## src/rtl/inst_fetch.sv

```systemverilog
// inst_fetch: 6502 fetch stage; reads opcode + 0..2 operand bytes, presents a whole instruction.
// Latency: opcode read to inst_valid is 2/4/6 cycles for 1/2/3-byte instructions.
// Backpressure: holds the instruction stable in PRESENT (no memory reads) until inst_ready.
//
// Ports:
//   clk, rst               core clock, synchronous active-high reset
//   mem_rd/mem_addr        read strobe and address; mem_rdata returns one cycle later
//   dec_opcode/dec_len     opcode to the length decoder, combinational length back (0 means 1)
//   redirect_valid/_pc     flush and restart fetch at redirect_pc (highest priority after rst)
//   inst_valid/inst_ready  instruction handshake; inst_opcode/op1/op2/len/pc carry the instruction
//
// Build option: define INST_FETCH_VECTOR_EN to fetch the start address from the reset vector
// at 16'hFFFC/16'hFFFD instead of starting at RESET_PC.
module inst_fetch #(
    parameter logic [15:0] RESET_PC = 16'h0400
) (
    input  logic        clk,
    input  logic        rst,
    output logic        mem_rd,
    output logic [15:0] mem_addr,
    input  logic [7:0]  mem_rdata,
    output logic [7:0]  dec_opcode,
    input  logic [1:0]  dec_len,
    input  logic        redirect_valid,
    input  logic [15:0] redirect_pc,
    output logic        inst_valid,
    input  logic        inst_ready,
    output logic [7:0]  inst_opcode,
    output logic [7:0]  inst_op1,
    output logic [7:0]  inst_op2,
    output logic [1:0]  inst_len,
    output logic [15:0] inst_pc
);

    typedef enum logic [3:0] {
        S_OP_REQ  = 4'd0,
        S_OP_CAP  = 4'd1,
        S_B1_REQ  = 4'd2,
        S_B1_CAP  = 4'd3,
        S_B2_REQ  = 4'd4,
        S_B2_CAP  = 4'd5,
        S_PRESENT = 4'd6,
        S_VLO_REQ = 4'd7,
        S_VLO_CAP = 4'd8,
        S_VHI_REQ = 4'd9,
        S_VHI_CAP = 4'd10
    } state_t;

`ifdef INST_FETCH_VECTOR_EN
    localparam state_t RST_STATE = S_VLO_REQ;
`else
    localparam state_t RST_STATE = S_OP_REQ;
`endif

    state_t      r_state;
    state_t      w_next;
    logic [15:0] r_pc;
    logic [7:0]  r_opcode;
    logic [7:0]  r_op1;
    logic [7:0]  r_op2;
    logic [1:0]  r_len;
    logic [15:0] r_inst_pc;
    logic [1:0]  w_cap_len;

    // The decoder reports 0 for opcodes it does not know; fetch them as 1-byte.
    assign w_cap_len = (dec_len == 2'd0) ? 2'd1 : dec_len;

    // State register
    always_ff @(posedge clk) begin
        if (rst) begin
            r_state <= RST_STATE;
        end else begin
            r_state <= w_next;
        end
    end

    // Next-state logic; a redirect restarts at OP_REQ from any state, vector states included.
    always_comb begin
        w_next = r_state;
        if (redirect_valid) begin
            w_next = S_OP_REQ;
        end else begin
            case (r_state)
                S_OP_REQ:  w_next = S_OP_CAP;
                S_OP_CAP:  w_next = (w_cap_len == 2'd1) ? S_PRESENT : S_B1_REQ;
                S_B1_REQ:  w_next = S_B1_CAP;
                S_B1_CAP:  w_next = (r_len == 2'd3) ? S_B2_REQ : S_PRESENT;
                S_B2_REQ:  w_next = S_B2_CAP;
                S_B2_CAP:  w_next = S_PRESENT;
                S_PRESENT: w_next = inst_ready ? S_OP_REQ : S_PRESENT;
`ifdef INST_FETCH_VECTOR_EN
                S_VLO_REQ: w_next = S_VLO_CAP;
                S_VLO_CAP: w_next = S_VHI_REQ;
                S_VHI_REQ: w_next = S_VHI_CAP;
                S_VHI_CAP: w_next = S_OP_REQ;
`endif
                default:   w_next = S_OP_REQ;
            endcase
        end
    end

    // Output logic; everything towards memory and the consumer is forced quiet while rst is high.
    always_comb begin
        mem_rd     = 1'b0;
        mem_addr   = 16'h0000;
        inst_valid = 1'b0;
        dec_opcode = 8'h00;
        if (!rst) begin
            dec_opcode = r_opcode;
            case (r_state)
                S_OP_REQ: begin
                    mem_rd   = 1'b1;
                    mem_addr = r_pc;
                end
                // Bypass so the length is known in the same cycle the opcode arrives.
                S_OP_CAP: dec_opcode = mem_rdata;
                S_B1_REQ: begin
                    mem_rd   = 1'b1;
                    mem_addr = r_pc + 16'd1;
                end
                S_B2_REQ: begin
                    mem_rd   = 1'b1;
                    mem_addr = r_pc + 16'd2;
                end
                S_PRESENT: inst_valid = 1'b1;
`ifdef INST_FETCH_VECTOR_EN
                S_VLO_REQ: begin
                    mem_rd   = 1'b1;
                    mem_addr = 16'hFFFC;
                end
                S_VHI_REQ: begin
                    mem_rd   = 1'b1;
                    mem_addr = 16'hFFFD;
                end
`endif
                default: ;
            endcase
        end
    end

    // Datapath: pc and instruction registers. A redirect discards any returning read data.
    always_ff @(posedge clk) begin
        if (rst) begin
            r_pc      <= RESET_PC;
            r_opcode  <= 8'h00;
            r_op1     <= 8'h00;
            r_op2     <= 8'h00;
            r_len     <= 2'd0;
            r_inst_pc <= 16'h0000;
        end else if (redirect_valid) begin
            r_pc <= redirect_pc;
        end else begin
            case (r_state)
                S_OP_CAP: begin
                    r_opcode  <= mem_rdata;
                    r_len     <= w_cap_len;
                    r_op1     <= 8'h00;
                    r_op2     <= 8'h00;
                    r_inst_pc <= r_pc;
                end
                S_B1_CAP: r_op1 <= mem_rdata;
                S_B2_CAP: r_op2 <= mem_rdata;
                S_PRESENT: begin
                    if (inst_ready) begin
                        r_pc <= r_pc + {14'd0, r_len};
                    end
                end
`ifdef INST_FETCH_VECTOR_EN
                // The vector is assembled directly in the pc register.
                S_VLO_CAP: r_pc[7:0]  <= mem_rdata;
                S_VHI_CAP: r_pc[15:8] <= mem_rdata;
`endif
                default: ;
            endcase
        end
    end

    assign inst_opcode = r_opcode;
    assign inst_op1    = r_op1;
    assign inst_op2    = r_op2;
    assign inst_len    = r_len;
    assign inst_pc     = r_inst_pc;

endmodule

```

## config.mk

```make
export PLATFORM = sky130hd
export DESIGN_NAME = inst_fetch
export DESIGN_NICKNAME = d
export VERILOG_FILES = /design/src/rtl/inst_fetch.sv
export SDC_FILE = /design/constraint.sdc
export NUM_CORES = 1
export LEC_CHECK = 0
export ABC_CLOCK_PERIOD_IN_PS = 2100
export BUFFER_PORTS_ARGS = -buffer_cell sky130_fd_sc_hd__buf_4
export CAP_MARGIN = 20
export CORE_UTILIZATION = 52
export CTS_BUF_LIST = sky130_fd_sc_hd__clkbuf_16
export CTS_CLUSTER_DIAMETER = 120
export CTS_CLUSTER_SIZE = 24
export DETAILED_ROUTE_END_ITERATION = 16
export PLACE_DENSITY = 0.8
export SETUP_SLACK_MARGIN = 0.05
export SLEW_MARGIN = 5
export SYNTH_ARGS = -nofsm -noshare
export SYNTH_HDL_FRONTEND = slang
export SYNTH_SLANG_ARGS = --single-unit
```

## constraint.sdc

```tcl
create_clock -name clk -period 2.1 [get_ports clk]
set_input_delay 0.315 -clock clk [delete_from_list [all_inputs] [get_ports clk]]
set_output_delay 0.315 -clock clk [all_outputs]
set_load 0.05 [all_outputs]
```

==> results by stage, run 1 <==
Status:
- The run finished, with violations left.
- The final reports fail on negative setup slack.

Timing:
- The number of setup violations in the final report is 12.
- The post-route fraction of the period consumed by the critical path is 112%.
- For the pin with the worst max-slew slack, the measured transition is 960 ps.
- The worst hold margin is 233 ps.
- For the final routed database, the setup TNS stands at -1460 ps.
- In this run the tightest slew margin relative to its limit is 35.7%.
- After layout, the worst setup slack is -255 ps.
- Timing would allow up to 425 MHz.
- The final count of pins violating max slew is 0.
- Counting I/O delays and the setup requirement, the final critical path takes 2350 ps.
- Setup repair after global routing could not meet its margin everywhere.
- The number of hold violations in the final report is 0.
- Clock skew on the completed layout was measured at 4.19 ps.

Critical path:
- In this run the worst setup path terminates at mem_addr[13].
- The minimum setup slack among reg-to-reg paths is -40 ps.
- The data arrival time at the worst-slack endpoint is just over 2000 ps.
- The capturing element type of the critical path is a primary output.
- The category of the most critical setup path is register to primary output.
- The required time of the worst setup path is 1780 ps.
- The first element of the critical path is r_pc[6]$_SDFFE_PP0P_.
- The sort of element at the start of the critical path is a register.
- The worst register-to-register path begins at r_pc[0]$_SDFFE_PP0P_.
- The worst register-to-register path ends at r_pc[2]$_SDFFE_PP0P_.
- The cell depth of the worst flop-to-flop path is 7.
- In this run the worst path has a maximum fanout of 5.

Clock network:
- In this run the clock root is driven by a clkbuf_16.
- The maximum level of the CTS H-tree is 3.
- Clock latency on the worst-skew pair, taken at its later pin, is between 300 and 400 ps.
- The clock tree from TritonCTS is done.
- CTS saw 61 sinks.
- In this run, CTS created clock tree buffers numbering 9.
- The clock-pin slew on the worst setup and hold paths is about 60 ps.
- The clock passes through at most 2 buffers.

Placed design:
- Routability-driven placement finished with a final weighted congestion of a little under 1.
- The port buffer count is 97.
- After legalization and detailed placement, the total HPWL measured 7980 um.
- Once placement finished, the instance area stood at 0.00454 sq mm.

Cells and area:
- For this run, the share of the core covered by cells in the final layout is 83.8%.
- From synthesis to final layout, the design area changed by 54.7%.
- The number of nets in the layout is around 600.
- The share of cells above drive strength 1 is 44.5%.
- The number of antenna repair diodes is 0.
- Once layout is done, the placed cells without fillers occupy roughly 0.0053 sq mm.
- Counting the fill cells in the layout gives between 300 and 400.

Floorplanning:
- The top-level I/O count is 98.
- The chip width is about 84 um.
- The floorplan step set the die height to about 84 um.
- The total area inside the core boundary comes to 0.00639 sq mm.
- Once the floorplan was initialized, standard cells occupied 54.1% of the core.
- After floorplanning, the core was divided into 29 placement rows.
- The die covers 0.00698 sq mm.

Drt:
- The remaining routing DRC violations is 0.
- For this block, the initial DRC count from the detailed router was 638.
- The sum of routed wire length over all layers is 13800 um.
- The first-pass iteration count of the detailed router is 7.
- The routed wirelength normalized by instance count is 21.2 um.
- The via density per instance is 6.71.
- The vias after detailed routing is 4375.
- The residual antenna-violating net count after detailed routing is 0.

Pwr:
- The power spent charging and discharging nets is around 1000 uW.
- The power density of the placed cells is 614 mW/mm^2.
- Internal power comes to about 2300 uW.
- The sequential share of power is roughly 38%.
- The proportion of power drawn by the clock network is 41.3%.
- The fraction of power spent switching nets is 31.2%.
- The total chip power is 3280 uW.
- Summed over all cells, the static leakage comes to around 0.0023 uW.
- The worst-case IR drop observed on VDD is 0.468 mV.
- Combinational cells account for 20.8% of the total power.

Global route:
- The first-pass GRT wire length is 19900 um.
- The global router's overall resource usage is a little over a third.
- The number of global-route vias before repair is 4061.
- Entering global routing, the biggest net connects 41 pins.
- The number of antenna violations at the first check in global routing is 0.
- The total overflow reported by the global router is 0.

Synth:
- Of the total synthesized cell area, the portion taken by XOR and XNOR cells is 2.79%.
- Summing the areas of all fa, ha and maj instances in the mapped netlist gives 2.39% of the synthesized area.
- The Yosys step of the flow raised 0 warnings.
- In this run, synthesis produced a sequential element count of just over 60.
- Yosys instantiated no cell more often than nand2_1.
- By area the synthesized netlist is led by dfxtp_1 (35%), nand2_1 (7.9%), a21oi_1 (5.6%).
- Counting every net in the synthesized netlist gives 469.
- The number of distinct library cells after synthesis is 59.
- In the synthesized netlist the async set-or-reset flop fraction comes to 0%.
- A synthesized cell averages 7.98 sq um.
- The area share of the largest cell type after synthesis is 35.3%.
- The cell area after synthesis is 0.00346 sq mm.
- The post-synthesis simple-gate area fraction is 27.7%.
- The largest area contributor in the netlist is dfxtp_1.
- By area, the combinational part of the netlist is dominated by simple AND/OR/NAND/NOR gates.
- The synthesized-area fraction occupied by ao, oa, aoi and oai cells is 20.4%.
- The most used flip-flop cell after synthesis is dfxtp_1.
- The number of flops mapped to enable cells by yosys is 0.
- The commonest cells after synthesis are nand2_1 (73), dfxtp_1 (61), a21oi_1 (39), nor2_1 (38), a22o_1 (16).
- In the synthesized netlist, the number of instances is 433.
- The portion of netlist area occupied by mux cells is 3.84%.
- The share of the yosys chip area belonging to registers is 35.3%.

Min path:
- The class of the tightest hold or removal check is input port to register.

Job:
- The reported max-cap violation count is 0.
## layer usage
| metal | wire length (um) | track usage (%) | up-vias |
|---|---|---|---|
| li1 | - | - | 1813 |
| met1 | 5110 | 44.4 | 2046 |
| met2 | 6360 | 57.5 | 393 |
| met3 | 1520 | 7.42 | 123 |
| met4 | 862 | 20.5 | 0 |
| met5 | 0 | 0 | - |
## registers in the layout, summed over array words and instances, names as in the netlist
signal,cells
r_pc,16
inst_pc,16
inst_len,2
r_state,3
inst_op2,8
inst_opcode,8
inst_op1,8
## logic make-up after synthesis
family / after synthesis
xor gates and xnor gates: 11
AOI/OAI and AO/OA: 104
DFF: 61
adders and majority gates: 6
and+or+nand+nor: 186
muxes: 13
buffers and inverters: 52
## metrics by stage
step / instances / setup WS (ps)
after floorplan: 433 / -224
after global placement: 616 / 17.2
after detailed placement: 616 / -94.6
after CTS: 646 / -115
after global routing: 652 / -296
final: 652 / -255
## final cells by class
cell class	count	area (sq um)	share of cell area, %
inverter	13	48.8	0.912
multi-input combinational	320	2300	43.0
tap	77	96.3	1.80
clock buffer	9	225	4.21
sequential	61	1260	23.6
clock inverter	7	51.3	0.959
timing repair buffer	165	1370	25.5
## worst min-delay path by stage
stage                                          end                     start  cells after the start
final                        r_pc[14]$_SDFFE_PP0P_           redirect_pc[14]                      3
after CTS                 inst_op2[0]$_SDFFE_PP0P_              mem_rdata[0]                      2
after floorplan           inst_len[1]$_SDFFE_PP0P_                dec_len[1]                      2
after detailed placement  inst_pc[12]$_SDFFE_PP0P_  inst_pc[12]$_SDFFE_PP0P_                      2
after global placement    inst_pc[11]$_SDFFE_PP0P_  inst_pc[11]$_SDFFE_PP0P_                      2
after global routing         r_pc[15]$_SDFFE_PP0P_           redirect_pc[15]                      3
## cells in the final DEF, fill, tap and decap left out, types with 5 or more instances in the layout
cell type | synthesis | layout
buf_4 | 10 | 137
nand2_1 | 73 | 67
dfxtp_1 | 61 | 44
nor2_1 | 38 | 35
a21oi_1 | 39 | 34
buf_6 | 2 | 25
a22o_1 | 16 | 16
inv_1 | 13 | 12
nor3_1 | 15 | 11
mux2i_1 | 11 | 10
clkbuf_16 | 0 | 9
dfxtp_2 | 0 | 9
a211oi_1 | 9 | 8
dfxtp_4 | 0 | 8
nand4_1 | 7 | 7
a31oi_1 | 7 | 7
nor3b_1 | 8 | 7
xnor2_1 | 7 | 7
and3_1 | 6 | 5
nand3_1 | 7 | 5
## repair_timing
action | in CTS | in global routing
resized for setup | 61 | 37
endpoints found under the setup margin | 27 | 24
hold buffers | 0 | 0
pin swaps | 18 | 14
buffers inserted | 14 | 6
## power groups by stage
stage                     Combinational (uW)  Clock [uW]  Sequential [uW]
final                                    685        1360             1240
after floorplan                          345           0             1290
after detailed placement                 581           0             1260
after CTS                                626        1360             1240
after global placement                   569           0             1260
after global routing                     710        1420             1250
## worst max-delay path: stages (launching register included)
cell      delay [ps]
dfxtp_2          360
and4_4           310
nand2_4           70
or4_1            490
o211ai_1         230
buf_4            240
Note: power is estimated with default switching activity, not from simulation.
==> inputs of run 2 (changes only) <==
REMOVE_ABC_BUFFERS = 1   (was not set)
==> results by stage, run 2 (same netlist as run 1, synthesis figures left out) <==
Clock network:
- Clock-pin slew was measured on the worst setup and hold paths at roughly 60 ps.
- The root cell of the clock tree is clkbuf_16.
- The number of buffers on the longest clock path is 2.
- The number of clock buffers inserted by TritonCTS is 9.
- The clock network latency to the later pin of the worst-skew pair is 340 ps.
- The clock tree from TritonCTS is done.
- The maximum level of the CTS H-tree is 3.
- The clock sink count is 61.

Drt:
- The sum of routed wire length over all layers is 12700 um.
- Dividing the detail-routed wire length by the instance count gives just under 20 um.
- In this run the remaining antenna-violating nets after routing total 0.
- The remaining routing DRC violations is 0.
- The first-pass iteration count of the detailed router is 5.
- The via density per instance is 6.16.
- The number of violations reported at the end of detailed-routing iteration 0 is 334.
- The routed layout has around 4100 vias.

Pwr:
- Net switching is 29.7% of the power.
- Cell internal power was estimated by the tool at 2380 uW.
- The cell leakage power is 0.00227 uW.
- The combinational share of power is 19.5%.
- The clock network accounts for 44.0% of the total power.
- The power spent charging and discharging nets is 1010 uW.
- The sequential share of power is 36.5%.
- For this design the ratio of total power to cell area is 635 mW/mm^2.
- The worst-case IR drop observed on VDD is 0.675 mV.

Critical path:
- The slowest stage of the critical path belongs to the cell or4_4.
- STA puts the critical path data required time at 1780 ps.
- The largest single stage delay on the critical path is 520 ps.
- The top fanout value on the critical path is 4.
- The worst setup path is of the register to primary output kind.
- Among the stages of the critical path, the cell type that occurs most often is buf_6.
- The data arrival time at the worst-slack endpoint is 1970 ps.
- The worst setup path is launched from a register.
- The critical path goes through buf_6 -> nand3b_4 -> a21o_1 -> or4_4 -> a21oi_2 -> buf_6.
- Setup slack on the worst reg-to-reg path comes out at 70 ps.
- The worst setup path is captured at a primary output.

Cells and area:
- The library cells used most frequently in the layout, excluding fill and tap cells, are buf_4 (141), nand2_1 (70), dfxtp_1 (46).
- The total area of multi-input combinational cells is 0.00218 sq mm.
- The area growth from synthesis to layout is 54.3%.
- Fill cells in the final layout number 389.
- The number of nets in the layout is 614.
- The share of cells above drive strength 1 is 43.2%.
- The register cell area after layout is 0.00127 sq mm.
- The post-route core utilization is between 80 and 90%.
- The most common cell after layout, fill and taps aside is buf_4.
- The final standard cell count with taps included and fillers excluded is 660.
- The number of antenna diodes in the final layout is 0.

Global route:
- The total overflow left after global routing is 0.
- The number of global-route vias before repair is slightly below 4000.
- The first-pass GRT wire length is 18900 um.
- Entering global routing, the biggest net connects 48 pins.
- The global router's overall resource usage is 34.2%.
- The number of antenna violations at the first check in global routing was 0.

Job:
- Max-cap violations in this run came to 0.

Floorplanning:
- For this design the top-level I/O count stands at 98.
- The area of the die is 0.00698 sq mm.
- The floorplan has 29 rows.
- The core region is 0.00639 sq mm.
- In this run the vertical extent of the chip is 83.5 um.
- The initial utilization of the core area, before any placement, comes to a little over half.
- The floorplan step set the die width to about 84 um.

Timing:
- Setup violations remaining at the end of the flow were counted as 18.
- The summed negative setup slack over all endpoints is -1460 ps.
- The post-route clock skew is around 7.4 ps.
- The normalized max-slew margin is 50.0%.
- The post-layout worst setup margin is -185 ps.
- Setup repair after global routing could not meet its margin everywhere.
- The post-route fraction of the period consumed by the critical path is 109%.
- The worst hold margin is 223 ps.
- The number of hold violations in the final report is 0.
- Counting I/O delays and the setup requirement, the final critical path takes 2290 ps.
- For the pin with the worst max-slew slack, the measured transition is 747 ps.
- The final count of pins violating max slew is 0.
- The top achievable clock speed is 438 MHz.

Status:
- The run finished, with violations left.
- The final reports fail on negative setup slack.

Placed design:
- The final RePlAce weighted congestion is 0.933.
- The number of placed instances, taps included, is 619.
- At the placement stage, the worst setup path has a slack of around 5.7 ps.
- Port buffering added just under 100 buffers.
- Once detailed placement completed, the half-perimeter wirelength came to 7760 um.

Min path:
- The class of the tightest hold or removal check is input port to register.
==> run 2: cell types whose count changed in the layout (fill, tap and decap cells not counted), moves of 3 or more <==
cell        change
buf_6           +4
nand2_2         -3
nand2_1         +3
clkinvlp_4      -3
buf_4           +4
dfxtp_2         -5
dfxtp_4         +3
==> run 2: through the flow <==
step,total power (uW),area (sq um)
floorplan,1560,3240
detailed placement,1810,4470
finish,3390,5330
global route,3480,5330
CTS,3320,5160
global placement,1800,4470
==> run 2: final cells by class <==
class | count | share of cell area (%)
Sequential cell | 61 | 23.8
Inverter | 13 | 0.915
Clock buffer | 9 | 4.22
Multi-Input combinational cell | 320 | 40.9
Clock inverter | 7 | 1.38
Tap cell | 77 | 1.81
Timing Repair Buffer | 173 | 27.0
==> run 2: worst paths after layout <==
check	start	endpoint	cells after the start
setup reg to reg	r_pc[0]$_SDFFE_PP0P_	r_pc[10]$_SDFFE_PP1P_	8
hold / removal	redirect_pc[13]	r_pc[13]$_SDFFE_PP0P_	3
setup / recovery	r_pc[0]$_SDFFE_PP0P_	mem_addr[15]	6
hold reg to reg	inst_pc[15]$_SDFFE_PP0P_	inst_pc[15]$_SDFFE_PP0P_	2
==> run 2: power groups by stage <==
| stage | clock network [uW] | registers [uW] | logic [uW] |
|---|---|---|---|
| 2_1_floorplan | 0 | 1320 | 238 |
| 3_3_place_gp | 0 | 1260 | 545 |
| 3_5_place_dp | 0 | 1260 | 554 |
| 4_1_cts | 1470 | 1230 | 617 |
| 5_1_grt | 1540 | 1240 | 694 |
| 6_report | 1490 | 1240 | 662 |
==> run 2: per-layer routing <==
layer  track usage, %  share of wire (%)
met4             16.5                3.2
met3             8.41                7.9
met5                0                  0
met1             40.5                 39
met2             58.2                 50
==> run 2: timing repair <==
action | CTS | global route
setup endpoints to repair | 29 | 29
gates resized for setup | 74 | 28
cloned | 1 | 0
hold buffers | 0 | 0
pin swaps | 12 | 12
buffers inserted | 19 | 5
==> run 2: worst max-delay path: cells and delay by family (launching register included) <==
family / cells / cell delay, ps
compound gates: 2 / 380
buf+inv: 2 / 270
flops: 1 / 380
simple gates: 2 / 600
==> inputs of run 3 (changes only) <==
ABC_AREA = 1   (was not set)
CORE_UTILIZATION = 53   (was 52)
==> results by stage, run 3 <==
Clock network:
- The number of buffers on the longest clock path is 2.
- The clock tree from TritonCTS is done.
- The root cell of the clock tree is clkbuf_16.
- The maximum level of the CTS H-tree is 3.
- The clock-pin slew on the worst setup and hold paths is 60 ps.
- The number of clock buffers inserted by TritonCTS is 9.
- The clock network latency to the later pin of the worst-skew pair is 340 ps.
- The hold buffer count at CTS is 0.
- The clock net in this run drives a total of between 60 and 70 sinks.

Synth:
- The largest area contributor in the netlist is dfxtp_1.
- Yosys mapped a number of flops with a built-in enable equal to 0.
- The gate count after technology mapping is 550.
- Sorting the synthesized cells by area gives the leading types as dfxtp_1 (33%), nand2_1 (12%), o21ai_0 (6.9%).
- The most frequent cell after synthesis is nand2_1.
- The area share of the largest cell type after synthesis is 33.2%.
- The number of distinct library cells after synthesis is 41.
- The synthesized design contains between 60 and 70 register bits.
- Yosys printed 0 warnings.
- Counting instances in the post-synthesis netlist gives the leading cell types as nand2_1 (116), dfxtp_1 (61), nor2_1 (60), o21ai_0 (51), nand3_1 (50).
- Of all flip-flops after synthesis, the portion carrying an async set or reset was 0%.
- The average instance in the mapped netlist occupies 6.68 sq um.
- After synthesis, flip-flops and latches occupy 33.2% of the total area.
- The synthesized netlist occupies a cell area of 0.00367 sq mm.
- The most common flop cell mapped by yosys is dfxtp_1.

Critical path:
- STA classifies the critical path startpoint as a register.
- Of all nets on the critical path, the largest fanout is 7.
- The endpoint identified for the worst register-to-register timing path is r_pc[6]$_SDFFE_PP0P_.
- Data arrives at the worst endpoint at between 1500 and 2000 ps.
- Tracing the worst setup path back leads to its startpoint at r_pc[2]$_SDFFE_PP0P_.
- The startpoint identified for the worst register-to-register timing path is inst_len[0]$_SDFFE_PP0P_.
- The required time of the worst setup path is 1780 ps.
- The cell depth of the worst flop-to-flop path is 8.
- The minimum setup slack among reg-to-reg paths is 180 ps.
- The worst setup path is captured at a primary output.
- The worst setup path is of the register to primary output kind.

Drt:
- The remaining routing DRC violations is 0.
- The first-pass iteration count of the detailed router is 5.
- After the first detailed-routing iteration, the DRC count stood at around 350.
- After detailed routing, the average wire length per cell comes to 18.1 um.
- The via density per instance is 6.01.
- The vias after detailed routing is 4558.
- Wires add up to 13800 um.
- The count of nets left with antenna violations once routing finished came out at 0.

Floorplanning:
- The initial utilization of the core area, before any placement, comes to a little under three fifths.
- The area of the die is 0.00727 sq mm.
- 98 I/O pins were placed.
- The placeable core region is 0.00653 sq mm.
- The row count is 29.
- The height of the die is 85.3 um.
- The die is 85.3 um wide.

Timing:
- The worst hold margin is 244 ps.
- The top achievable clock speed is 466 MHz.
- Setup slack on the critical path of the routed design comes to -44.8 ps.
- The post-route clock skew is 7.25 ps.
- The slew at the pin with the worst max-slew slack is around 380 ps.
- Measured against its own limit, the worst slew margin works out to 74.8%.
- The number of hold violations in the final report came to 0.
- Dividing the final minimum period by the clock period gives 102%.
- Setup violations remaining at the end of the flow were counted as 3.
- The post-layout minimum cycle time is 2140 ps.
- The final count of pins violating max slew is 0.
- Setup repair after global routing could not meet its margin everywhere.

Min path:
- The worst hold path belongs to the class input port to register.
- Along the worst hold path, the cell count comes to 3.
- For hold timing, the worst endpoint is r_pc[7]$_SDFFE_PP0P_.
- The worst hold path begins at redirect_pc[7].

Global route:
- The global router's overall resource usage is a little over a third.
- The total overflow left after global routing is 0.
- The largest net degree at the start of global routing is 28.
- The first global-routing pass estimated around 20000 um of wire.
- The number of global-route vias before repair is between 4000 and 5000.
- The number of antenna violations at the first check in global routing is 0.

Cells and area:
- Compared with the post-synthesis result, the final layout area differs by 44.9%.
- Leaving out fill and tap cells, the most frequent cell in the layout is buf_4.
- The number of antenna repair diodes is 0.
- The share of cells above drive strength 1 is 39.0%.
- The number of nets in the layout is 713.
- The final design instance area without fill is 0.00532 sq mm.
- The final standard cell count with taps included and fillers excluded is 759.
- For this run, the share of the core covered by cells in the final layout is between 80 and 90%.
- In the layout the commonest cells are buf_4 (125), nand2_1 (100), nor2_1 (50).
- The number of fill cells in the layout is 452.

Placed design:
- The final RePlAce weighted congestion is 0.995.
- The worst setup slack after placement is 112 ps.
- Once detailed placement completed, the half-perimeter wirelength came to slightly above 9000 um.
- Port buffering added 97 buffers.
- Summing all placed instances gives a cell area of approximately 0.0045 sq mm.
- The placed cell count is 722.

Status:
- The final reports fail on negative setup slack.
- The flow ran to the end, but the final reports show violations.

Pwr:
- The cell leakage power is 0.00229 uW.
- The peak ir drop on the vdd network is 0.483 mV.
- Power spread over the standard cell area amounts to ~630 mW/mm^2.

Job:
- Across the run, the number of max-cap violations was 0.
-- run 3: cell count changes after synthesis, sizes merged, moves of 12 or more --
cell,before,now
nor3,15,3
nand2,73,127
inv,13,47
a22o,16,0
nor2,38,78
nand3,8,52
o21ai,6,66
-- run 3: metal layers --
| metal | global-route usage (%) | vias to the layer above | wire length [um] |
|---|---|---|---|
| met1 | 47.6 | 2107 | 5530 |
| met2 | 57.3 | 301 | 6440 |
| li1 | - | 2103 | - |
| met4 | 13.0 | 0 | 375 |
| met5 | 0 | - | 0 |
| met3 | 7.20 | 47 | 1420 |
-- run 3: worst max path at each step --
| stage | slack [ps] | depth (start not counted) | end |
|---|---|---|---|
| 3_3_place_gp | 140 | 7 | mem_addr[10] |
| 6_report | -40 | 7 | mem_addr[11] |
| 5_1_grt | -120 | 7 | mem_addr[11] |
| 3_5_place_dp | 110 | 9 | r_pc[14]$_SDFFE_PP0P_ |
| 4_1_cts | 30 | 9 | mem_addr[14] |
| 2_1_floorplan | -690 | 5 | mem_addr[0] |
-- run 3: stage by stage --
| step | setup TNS (ps) | total power (uW) |
|---|---|---|
| finish | -52.2 | 3370 |
| global route | -307 | 3470 |
| CTS | 0 | 3290 |
| detailed placement | 0 | 1900 |
| global placement | 0 | 1890 |
| floorplan | -7180 | 1650 |
-- run 3: cell families after synthesis --
| group | after synthesis | synth area share, % |
|---|---|---|
| xor+xnor | 3 | 0.715 |
| fa+ha+maj | 6 | 2.25 |
| simple gates | 270 | 34.7 |
| flops | 61 | 33.2 |
| buf+inv | 72 | 8.48 |
| compound gates | 138 | 20.6 |
-- run 3: cell type report --
| class | instances | area [sq um] | area share (%) |
|---|---|---|---|
| multi-input cells | 418 | 2380 | 44.8 |
| flip-flops and latches | 61 | 1260 | 23.7 |
| repair buffers | 138 | 1100 | 20.7 |
| clock buffers | 9 | 225 | 4.23 |
| inverters | 49 | 204 | 3.83 |
| well taps | 77 | 96.3 | 1.81 |
| clock inverters | 7 | 50.0 | 0.940 |
-- run 3: report_power, final --
group	leakage, uW	total, uW	internal (uW)	switching (uW)
clock	0.000128	1400	802	597
combinational	0.00165	702	236	466
sequential	0.000505	1270	1200	66.4
-- run 3: critical path, cell delays in order, from the launching register on --
cell and delay, ps:
dfxtp_4 420, ha_2 210, nand2_1 60, nand3b_1 180, xor2_1 150, nand2_1 80
a21oi_1 150, buf_4 220
-- run 3: timing repair --
item / CTS / global route
endpoints found under the setup margin: 24 / 24
pin swaps: 5 / 24
buffers inserted: 6 / 14
gates cloned: 0 / 1
gates resized for setup: 46 / 68
